**src/rtl/voice_mixer_pkg.sv**
```systemverilog
// rtl/voice_mixer_pkg.sv - shared constants, state encoding and helpers for the voice mixer
package voice_mixer_pkg;

  localparam int BITDEPTH_DEFAULT = 14;
  localparam int VOLBITS          = 8;

  typedef enum logic [1:0] {
    ST_IDLE  = 2'd0,
    ST_ACCUM = 2'd1,
    ST_SCALE = 2'd2,
    ST_OUT   = 2'd3
  } mix_state_t;

  // Offset-binary code for silence at a given sample width
  function automatic int midscale(input int bitdepth);
    return 1 << (bitdepth - 1);
  endfunction

endpackage

```
**src/rtl/voice_mixer_mix_saturate.sv**
```systemverilog
// rtl/voice_mixer_mix_saturate.sv - clamps a wide signed sample and converts it to offset-binary
module mix_saturate
  import voice_mixer_pkg::*;
#(
  parameter int IN_W     = 26,
  parameter int BITDEPTH = BITDEPTH_DEFAULT
) (
  input  logic signed [IN_W-1:0]     i_value,
  output logic        [BITDEPTH-1:0] o_pcm
);

  localparam logic signed [IN_W-1:0] MAX_S = IN_W'(midscale(BITDEPTH) - 1);
  localparam logic signed [IN_W-1:0] MIN_S = IN_W'(-midscale(BITDEPTH));

  logic signed [IN_W-1:0] w_clamped;
  logic                   w_unused_hi;

  always_comb begin
    w_clamped = i_value;
    if (i_value > MAX_S) begin
      w_clamped = MAX_S;
    end else if (i_value < MIN_S) begin
      w_clamped = MIN_S;
    end
  end

  // Adding midscale to a two's-complement value in range is just an MSB flip
  assign o_pcm       = {~w_clamped[BITDEPTH-1], w_clamped[BITDEPTH-2:0]};
  assign w_unused_hi = ^w_clamped[IN_W-1:BITDEPTH];

endmodule

```
**src/rtl/voice_mixer.sv**
```systemverilog
// rtl/voice_mixer.sv - time-multiplexed voice summer with master volume and saturation
module voice_mixer
  import voice_mixer_pkg::*;
#(
  parameter int BITDEPTH       = BITDEPTH_DEFAULT,
  parameter int NVOICES        = 4,
  parameter int HEADROOM_SHIFT = 2
) (
  input  logic                        i_clk,
  input  logic                        i_resetn,
  input  logic                        i_sample_clock,
  input  logic [NVOICES*BITDEPTH-1:0] i_voices_in,
  input  logic [NVOICES-1:0]          i_voice_enable,
  input  logic [VOLBITS-1:0]          i_master_volume,
  output logic [BITDEPTH-1:0]         o_mix,
  output logic                        o_mix_valid,
  output logic                        o_busy,
  output logic                        o_overrun
);

  localparam int ACC_W  = BITDEPTH + $clog2(NVOICES) + 1;
  localparam int PROD_W = ACC_W + VOLBITS + 1;
  localparam int IDX_W  = (NVOICES > 1) ? $clog2(NVOICES) : 1;
  localparam logic [IDX_W-1:0]        LAST_IDX = IDX_W'(NVOICES - 1);
  localparam logic signed [ACC_W-1:0] MID_ACC  = ACC_W'(midscale(BITDEPTH));
  localparam logic [BITDEPTH-1:0]     MID_PCM  = BITDEPTH'(midscale(BITDEPTH));

  mix_state_t                  r_state, w_state_nxt;
  logic                        r_sc_q, r_rise;
  logic [NVOICES*BITDEPTH-1:0] r_voices;
  logic [NVOICES-1:0]          r_en;
  logic [VOLBITS-1:0]          r_vol;
  logic [IDX_W-1:0]            r_idx;
  logic signed [ACC_W-1:0]     r_acc;
  logic signed [PROD_W-1:0]    r_prod;
  logic [BITDEPTH-1:0]         r_mix;
  logic                        r_mix_valid, r_busy, r_overrun;

  logic                        w_snap, w_accum, w_scale, w_out;
  logic [BITDEPTH-1:0]         w_voice, w_mix_sat;
  logic signed [ACC_W-1:0]     w_term;
  logic signed [PROD_W-1:0]    w_shifted;

  always_ff @(posedge i_clk) begin
    if (!i_resetn) begin
      r_state <= ST_IDLE;
    end else begin
      r_state <= w_state_nxt;
    end
  end

  always_comb begin
    w_state_nxt = r_state;
    case (r_state)
      ST_IDLE:  if (r_rise) w_state_nxt = ST_ACCUM;
      ST_ACCUM: if (r_idx == LAST_IDX) w_state_nxt = ST_SCALE;
      ST_SCALE: w_state_nxt = ST_OUT;
      ST_OUT:   w_state_nxt = ST_IDLE;
      default:  w_state_nxt = ST_IDLE;
    endcase
  end

  always_comb begin
    w_snap  = (r_state == ST_IDLE) && r_rise;
    w_accum = (r_state == ST_ACCUM);
    w_scale = (r_state == ST_SCALE);
    w_out   = (r_state == ST_OUT);
  end

  assign w_voice   = r_voices[r_idx*BITDEPTH +: BITDEPTH];
  assign w_term    = $signed({{(ACC_W-BITDEPTH){1'b0}}, w_voice}) - MID_ACC;
  assign w_shifted = r_prod >>> (VOLBITS + HEADROOM_SHIFT);

  mix_saturate #(
    .IN_W     (PROD_W),
    .BITDEPTH (BITDEPTH)
  ) u_sat (
    .i_value (w_shifted),
    .o_pcm   (w_mix_sat)
  );

  always_ff @(posedge i_clk) begin
    if (!i_resetn) begin
      r_sc_q      <= 1'b0;
      r_rise      <= 1'b0;
      r_voices    <= '0;
      r_en        <= '0;
      r_vol       <= '0;
      r_idx       <= '0;
      r_acc       <= '0;
      r_prod      <= '0;
      r_mix       <= MID_PCM;
      r_mix_valid <= 1'b0;
      r_busy      <= 1'b0;
      r_overrun   <= 1'b0;
    end else begin
      // Rise is registered so each sample_clock edge becomes a clean one-clk request
      r_sc_q      <= i_sample_clock;
      r_rise      <= i_sample_clock & ~r_sc_q;
      r_mix_valid <= 1'b0;
      if (r_rise && (r_state != ST_IDLE)) begin
        r_overrun <= 1'b1;
      end
      if (w_snap) begin
        r_voices <= i_voices_in;
        r_en     <= i_voice_enable;
        r_vol    <= i_master_volume;
        r_acc    <= '0;
        r_idx    <= '0;
        r_busy   <= 1'b1;
      end
      if (w_accum) begin
        if (r_en[r_idx]) begin
          r_acc <= r_acc + w_term;
        end
        r_idx <= r_idx + 1'b1;
      end
      if (w_scale) begin
        r_prod <= PROD_W'(r_acc) * PROD_W'($signed({1'b0, r_vol}));
      end
      if (w_out) begin
        r_mix       <= w_mix_sat;
        r_mix_valid <= 1'b1;
        r_busy      <= 1'b0;
      end
    end
  end

  assign o_mix       = r_mix;
  assign o_mix_valid = r_mix_valid;
  assign o_busy      = r_busy;
  assign o_overrun   = r_overrun;

endmodule

```
**config.mk**
```make
export PLATFORM = sky130hd
export DESIGN_NAME = voice_mixer
export DESIGN_NICKNAME = d
export VERILOG_FILES = /design/src/rtl/voice_mixer_pkg.sv /design/src/rtl/voice_mixer_mix_saturate.sv /design/src/rtl/voice_mixer.sv
export SDC_FILE = /design/constraint.sdc
export NUM_CORES = 1
export LEC_CHECK = 0
export ABC_CLOCK_PERIOD_IN_PS = 8700
export BUFFER_PORTS_ARGS = -buffer_cell sky130_fd_sc_hd__buf_2
export CAP_MARGIN = 20
export CORE_MARGIN = 4
export CORE_UTILIZATION = 61
export DETAILED_ROUTE_END_ITERATION = 16
export GPL_ROUTABILITY_DRIVEN = 0
export HOLD_SLACK_MARGIN = 0.15
export PLACE_DENSITY = 0.8
export SKIP_CTS_REPAIR_TIMING = 1
export SLEW_MARGIN = 20
export SYNTH_ARGS = -nofsm -noshare
export SYNTH_HDL_FRONTEND = slang
export SYNTH_HIERARCHICAL = 1
export SYNTH_SLANG_ARGS = --single-unit
```
**constraint.sdc**
```tcl
create_clock -name i_clk -period 8.7 [get_ports i_clk]
set_clock_uncertainty 0.1 [all_clocks]
set_input_delay 1.74 -clock i_clk [delete_from_list [all_inputs] [get_ports i_clk]]
set_output_delay 1.74 -clock i_clk [all_outputs]
set_load 0.01 [all_outputs]
```
# Yosys cells after proc, flatten, opt, wreduce, memory -nomap -nowiden
# Cells that the tools add are included.
[op_classes]
n_addsub = 3
mul = 2
div_mod_pow = 0
n_lt_le_gt_ge = 3
eq_ne = 6
shifts = 1
mux = 13
n_bitwise = 4
reduce_logical = 7
[ops]
columns = ["operator", "count"]
rows = [
  ["$shiftx 56x7->14", 1],
  ["$mux 17", 3],
  ["$mux 14", 2],
  ["$mul 17x9->26", 1],
  ["$add 17x15->17", 1],
  ["$gt 16x14->1 const B", 1],
  ["$lt 16x14->1 const B", 1],
  ["$sub 14x14->15 const B", 1],
  ["$mux 2", 4],
  ["$pmux 2 s4", 1],
  ["$eq 2x2->1 const B", 3],
  ["$mul 2x3->5 const B", 1],
  ["$reduce_bool 2->1", 2],
  ["$lt 2x3->1 const B", 1],
  ["$not 1->1", 3],
  ["$add 2x1->2 const B", 1],
  ["$bmux 1 s2", 1],
  ["$eq 2x1->1 const B", 1],
  ["$logic_and 1x1->1", 2],
  ["$logic_not 2->1", 1],
  ["$mux 1", 2],
  ["$ne 2x1->1 const B", 1],
  ["$ne 2x2->1 const B", 1],
  ["$reduce_and 2->1", 1],
  ["other kinds (2)", 2],
]
[totals]
ff_bits = 134
latchBits = 0
mem_bits_rw = 0
rom_bits = 0
in_bits = 71
word_cells = 52
mem_count = 0

# Depth between registers and ports, before layout
# Gate-level depths: netlist (run 1).
[logic_depth]
depth_word = 6
depth_mapped = 19
depth_no_buf = 18

# Modules after synthesis
# The synthesis (run 1) kept the hierarchy.
[modules_own_cells]
columns = ["module", "instances", "cells_per_inst", "area_each_um2"]
rows = [
  ["voice_mixer", 1, 1176, 10181.0],
  ["mix_saturate", 1, 24, 192.7],
]

# Worst setup path after synthesis (run 1)
# Ideal clock, no wire load.
[synth_path]
kind = "reg-to-reg"
startpoint = "register r_vol[2]"
endpoint = "register r_prod[24]"
arrival_ns = 4.746
required_ns = 8.484
path_slack_ns = 3.738
path_stages_with_launch = 20
synth_period_minus_slack_ns = 4.962
cell_sequence = "dfxtp_1 > clkbuf_1 > clkbuf_1 > nand2_1 > fa_1 > inv_1 > fa_1 > fa_1 > inv_1 > fa_1 > inv_1 > ha_1 > a211oi_1 > o31ai_2 > nand2_1 > a31o_2 > o31ai_4 > a31oi_4 > mux2i_1 > a31o_1"
[synth_via]
elab_chain_len = 1
[synth_rtl]
columns = ["item", "line_no", "text"]
rows = [
  ["start, declared", "voice_mixer.sv:32", "logic [VOLBITS-1:0] r_vol;"],
  ["start signal, assigned", "voice_mixer.sv:107", "r_vol <= i_master_volume;"],
  ["$mul 17x9->26", "voice_mixer.sv:119", "r_prod <= PROD_W'(r_acc) * PROD_W'($signed({1'b0, r_vol}));"],
  ["end signal, assigned", "voice_mixer.sv:119", ""],
  ["end, declared", "voice_mixer.sv:35", "logic signed [PROD_W-1:0] r_prod;"],
]
# No other way between the ends.
# A chain may end at the register's enable or synchronous reset.

# Worst setup path after layout (run 1)
[layout_path]
startpoint = "register r_vol[1]"
endpoint = "register r_prod[25]"
# Same word-level chain as after synthesis.

==> results of run 1 <==
-- metrics by stage --
step,power [mW],area [um^2],std cells
2_1_floorplan,0.866,10400,1200
3_3_place_gp,0.936,10900,1447
3_5_place_dp,0.943,10900,1447
4_1_cts,1.68,11500,1479
5_1_grt,1.74,11500,1479
6_report,1.67,11500,1479
-- state kept, by name, indices dropped and copies added (netlist names) --
name / flops
r_prod: 16
r_en: 4
r_sc_q: 1
o_overrun: 1
r_vol: 8
r_acc: 17
r_idx: 2
r_state: 2
r_voices: 56
o_busy: 1
o_mix: 14
r_rise: 1
o_mix_valid: 1
-- routing by layer --
layer,track usage (%),vias to the layer above,part of all wire (%)
li1,-,3980,-
met1,33.3,3999,43
met2,41.8,262,48
met3,4.49,54,5.9
met4,9.46,0,2.7
met5,0,-,0
-- worst max-delay path: cells and delay by family, from the launching register on --
family          cells  cell delay, ns
buf+inv             3            0.28
flops               1            0.68
mux                 1            0.23
fa+ha+maj           5            2.51
compound gates      5            0.69
simple gates        3            0.71
-- cells in the final DEF (no fill, tap or decap), drive strengths merged, types with 3 or more instances in the layout --
master   synthesis  layout
nand3           23      23
mux2i           24      24
nor4             3       3
fa             108     108
o21ai           18      18
nand4            8       8
and3             7       7
a21o            21      21
dfxtp          124     124
xor2             9       9
a2111oi          3       3
nor3            20      20
buf             13      91
o21bai           4       4
a211oi           6       6
xnor2           13      13
o31a             3       3
nand3b           4       4
nand2          228     228
and4             4       4
nor2b            5       5
ha              69      69
clkbuf          51      20
and2            72      72
o31ai            6       6
nand2b           3       3
or3              3       3
mux4            15      15
a21oi           97      97
nor2            51      51
inv            157     163
a31oi            9       9
-- worst max path at each step --
stage	end	slack [ns]	depth (start not counted)
floorplan	r_prod[24]	3.74	19
global placement	r_prod[25]	3.51	17
detailed placement	r_prod[17]	3.43	16
CTS	r_prod[25]	3.34	17
global route	r_prod[24]	3.04	17
finish	r_prod[25]	3.35	17
-- kinds of logic after synthesis --
family	count (synthesis)	synth area share, %
simple gates	434	19.4
buf+inv	221	8.31
compound gates	183	11.8
fa+ha+maj	177	29.2
flops	124	23.9
mux	39	5.57
xor+xnor	22	1.86
-- layout make-up --
type	count	area share [%]
Inverter	157	5.15
Tap cell	220	2.40
Clock buffer	20	4.07
Sequential cell	124	21.6
Multi-Input combinational cell	855	61.4
Clock inverter	12	1.29
Timing Repair Buffer	91	4.06
-- power by group through the flow --
stage	Clock, mW	Sequential, mW	Combinational (mW)
2_1_floorplan	0	0.634	0.232
3_3_place_gp	0	0.655	0.280
3_5_place_dp	0	0.658	0.285
4_1_cts	0.745	0.646	0.289
5_1_grt	0.770	0.652	0.323
6_report	0.739	0.647	0.289
==> results.ini, run 1 <==
[clock_network]
cts_root_buf = clkbuf_16
cts-htree-levels = 4
insertion_delay_ns = 0.42
cts_max_path_buffers = 2
clock_sinks = 124
numCtsBuffers = 17
cts.clk_slew.worst_paths_ns = 0.06
cts_tree = built

[worst_hold_path]
hold_path_class = flop to flop
whs_endpoint = r_rise
hold_path_depth = 1
hold_start = r_sc_q

[sta]
max_freq_mhz = 187
timing.hold.ws_ns = 0.308
worst_slew_margin_rel_pct = 39.6
period_minus_slack_ns = 5.35
finalSetupViolCount = 0
finalMaxSlewViolations = 0
rsz0062_at_grt = no
setup_ws_ns = 3.35
worst_slew_pin_slew_ns = 0.906
min_period_over_period_pct = 61.5
final_hold_viol_count = 0
fin_setup_tns_ns = 0

[routing]
drt_wl_total_um = 23500
drc = 0
vias_per_cell = 5.61
dr.pass1.iters = 5
vias = 8295
ant_nets = 0
routedWlPerCell_um = 15.9
first_iter_violations = 452

[yosys]
ys_warn_count = 6
yosysUniqueCellTypes = 65
syn_area_per_cell_um2 = 8.64
synth.cell_area_um2 = 10400
synth_top_area_share_pct = 23.9
yosys-top-cells-area = dfxtp_1 (24%), fa_1 (21%), ha_1 (8.3%), nand2_1 (8.2%), inv_1 (5.6%)
syn-num-nets = 1448
ys.flop_type = dfxtp_1
ys_ff_latch = 124
yosys.area.top_type = dfxtp_1
synth_commonest_cells = nand2_1 (228), inv_1 (156), dfxtp_1 (124)
synth_edf_count = 0
async_reset_ff_share_pct = 0
synth_seq_area_share_pct = 23.9
synthCells = 1200
yosysMostFrequentCell = nand2_1

[worst_setup_path]
r2r_end = r_prod[25]
cp_data_required_time_ns = 8.88
critPathKind = flop to flop
critical_path.cell_chain = nand2_1, fa_1, inv_1, fa_1, inv_1, fa_1, fa_1, inv_1, ha_1, nor3_1, o31ai_2, a211oi_2, and3_4, o31ai_4, a31oi_4, mux2i_1, a211oi_2
worst-r2r-cell-count = 17
critPathSlowestCell = fa_1
crit_path_start_kind = flop
slowest_delay_ns = 0.71
startpoint = r_vol[1]
r2r_start = r_vol[1]
path_max_fanout = 18
cp.arrival_ns = 5.53
rrSetupSlack_ns = 3.35
cpMostUsedCell = fa_1
endpoint_kind = flop

[power_and_ir_drop]
netSwitchingFraction_pct = 30.1
seq_power_share_pct = 38.6
intPower_mw = 1.17
switching_power_mw = 0.503
p_leak_nw = 5.33
ir_worst_vdd_mv = 0.201
comb_power_share_pct = 17.3
clock_power_share_pct = 44.1
p_per_area_nw_per_um2 = 146

[die]
io_pins = 88
die_w_um = 138
die_h_um = 138
initial_core_util_pct = 62.3
dieArea_um2 = 19200
coreArea_um2 = 16600
rows = 47

[finish]
multi_input_area_um2 = 7050
ff_latch_area_um2 = 2480
fill_cells = 1292
area_delta_synth_final_pct = 10.6
antenna_cells = 0
drive_gt1_share_pct = 13.3
layout.nets = 1494
utilization_pct = 68.9

[global_routing]
grt_pass1_vias = 8302
grt_pass1_wl_um = 40000
grt_usage_pct = 25.2
grt_overflow = 0
grt_antenna_before_repair = 0
grt_max_degree = 87

[placed_design]
preCtsSetupSlack_ns = 3.43
portBuffers = 87
dp_hpwl_um = 17200

[run_status]
outcome = completed

[run]
maxCapViolations = 0

No activity file was read; power rests on OpenSTA's default activity.
==> run 2, diff against run 1 <==
--- a/config.mk
+++ b/config.mk
@@ -5,7 +5,8 @@
 export SDC_FILE = /design/constraint.sdc
 export NUM_CORES = 1
 export LEC_CHECK = 0
-export ABC_CLOCK_PERIOD_IN_PS = 8700
+export ABC_AREA = 1
+export ABC_CLOCK_PERIOD_IN_PS = 5600
 export BUFFER_PORTS_ARGS = -buffer_cell sky130_fd_sc_hd__buf_2
 export CAP_MARGIN = 20
 export CORE_MARGIN = 4
==> constraint.sdc (replaced) <==
create_clock -name i_clk -period 5.6 [get_ports i_clk]
set_clock_uncertainty 0.1 [all_clocks]
set_input_delay 1.12 -clock i_clk [delete_from_list [all_inputs] [get_ports i_clk]]
set_output_delay 1.12 -clock i_clk [all_outputs]
set_load 0.01 [all_outputs]
==> run 2 against run 1 <==
Effect of this change:
- power grew 130%
- worst hold slack lost 0.0097 ns
- flip-flop and latch count is the same
- design area grew 6.2%
- critical path type unchanged
- sequential power grew 96%
- final cell count grew 26%
- register-to-register slack lost 2.7 ns
==> results.ini, run 2 <==
[yosys]
synth_edf_count = 0
synthAdderAreaFrac_pct = 27.1
yosysUniqueCellTypes = 45
synth_compound_area_share_pct = 12.4
syn_area_per_cell_um2 = 7.05
async_reset_ff_share_pct = 0
ys.flop_type = dfxtp_1
synth.cell_area_um2 = 11200
synth_top_family_by_area = adder cells
yosys-top-cells-area = dfxtp_1 (22%), fa_1 (19%), nand2_1 (10%), inv_1 (9.4%), nor2_1 (8.1%)
synth_seq_area_share_pct = 22.2
synthSimpleGateAreaFrac_pct = 23.9
yosys.area.top_type = dfxtp_1
yosysMostFrequentCell = nand2_1
synth.area.mux_share_pct = 0
synth_commonest_cells = nand2_1 (296), inv_1 (281), nor2_1 (242)
syn-num-nets = 1832
synthCells = 1584
synth_xor_area_share_pct = 1.26
synth_top_area_share_pct = 22.2
ys_ff_latch = 124
ys_warn_count = 6

[sta]
final_hold_viol_count = 0
finalMaxSlewViolations = 0
fin_setup_tns_ns = 0
max_freq_mhz = 201
period_minus_slack_ns = 4.98
worst_slew_margin_rel_pct = 42.0
rsz0062_at_grt = no
setup_ws_ns = 0.618
min_period_over_period_pct = 89.0
finalSetupViolCount = 0
worst_slew_pin_slew_ns = 0.869

[clock_network]
cts_max_path_buffers = 2
clock_sinks = 124
insertion_delay_ns = 0.43
cts_tree = built
cts-htree-levels = 4
cts_root_buf = clkbuf_16
numCtsBuffers = 17
cts.clk_slew.worst_paths_ns = 0.06

[worst_setup_path]
path_buf_inv = 4
critPathSlowestCell = dfxtp_1
path_delay_family = adder cells
crit_path_start_kind = flop
critical_path.cell_chain = nand2_1, fa_1, inv_1, fa_1, inv_1, fa_1, fa_1, inv_1, ha_1, inv_1, nor3_1, and2_1, nand3_1, nand3_1, nand2_1, nor2_1, nor2_1
rrSetupSlack_ns = 0.62
path_max_fanout = 18
slowest_delay_ns = 0.74
cp.arrival_ns = 5.19
critPathKind = flop to flop
cp_data_required_time_ns = 5.80
endpoint_kind = flop

[finish]
final_cell_mix = nand2_1 (295), inv_1 (281), nor2_1 (242)
largest_register_ff_count = 56
fill_cells = 1529
layout.nets = 1868
top_register = r_voices
ff_latch_area_um2 = 2480
area_delta_synth_final_pct = 9.13
drive_gt1_share_pct = 11.0
antenna_cells = 0
multi_input_area_um2 = 7230
reg_top3 = r_voices (56), r_acc (17), r_prod (16)
layout_commonest_cell = nand2_1

[routing]
vias_per_cell = 5.37
routedWlPerCell_um = 14.7
ant_nets = 0
drt_wl_total_um = 27300
vias = 10000
dr.pass1.iters = 7
drc = 0
first_iter_violations = 667

[global_routing]
grt_antenna_before_repair = 0
grt_pass1_wl_um = 45000
grt_overflow = 0
grt_max_degree = 87
grt_usage_pct = 27.1
grt_pass1_vias = 9661

[run]
maxCapViolations = 0

[die]
rows = 49
die_w_um = 143
io_pins = 88
coreArea_um2 = 18000
dieArea_um2 = 20500
die_h_um = 143
initial_core_util_pct = 62.2

[placed_design]
preCtsSetupSlack_ns = 0.723
dp_hpwl_um = 20800
portBuffers = 87

[run_status]
outcome = completed

[power_and_ir_drop]
p_leak_nw = 6.51
p_per_area_nw_per_um2 = 318
ir_worst_vdd_mv = 0.364

[worst_hold_path]
hold_path_class = flop to flop

[run 2: path summary, 6_finish.rpt]
check / from / endpoint / cells after the start
worst max-delay path: r_vol[2] / r_prod[24] / 17
worst min register to register: r_sc_q / r_rise / 1
worst min-delay path: r_sc_q / r_rise / 1
worst max register to register: r_vol[2] / r_prod[24] / 17
[run 2: through the flow]
step	cells	hold slack [ns]	utilization (%)	cell area [um^2]	power [mW]
floorplan	1584	0.268	-	11200	2.39
global placement	1830	0.280	64.5	11600	2.69
detailed placement	1830	0.277	64.5	11600	2.74
CTS	1862	0.291	67.8	12200	3.87
global route	1862	0.295	67.8	12200	4.14
finish	1862	0.298	67.8	12200	3.87
[run 2: cell families after synthesis]
logic type	Yosys count
AO/OA/AOI/OAI	251
XOR/XNOR	16
adder cells (fa/ha/maj)	177
buffers and inverters	371
flip-flops	124
AND/OR/NAND/NOR	645
[run 2: cell type report]
class	instances	area share [%]
Timing Repair Buffer	95	4.07
Tap cell	229	2.35
Multi-Input combinational cell	1089	59.3
Inverter	293	9.03
Clock inverter	15	1.38
Sequential cell	124	20.4
Clock buffer	17	3.49
[run 2: layer usage]
layer,global-route usage [%],wire (um)
met2,46.5,13400
met4,12.8,1150
met1,33.4,11300
met3,4.45,1470
met5,0,0
[run 2: report_power, final]
part / total (mW) / switching (mW) / internal (mW) / leakage (nW)
clock: 1.12 / 0.480 / 0.636 / 0.287
sequential: 1.27 / 0.218 / 1.06 / 1.01
combinational: 1.48 / 0.958 / 0.522 / 5.21
total: 3.87 / 1.66 / 2.21 / 6.51
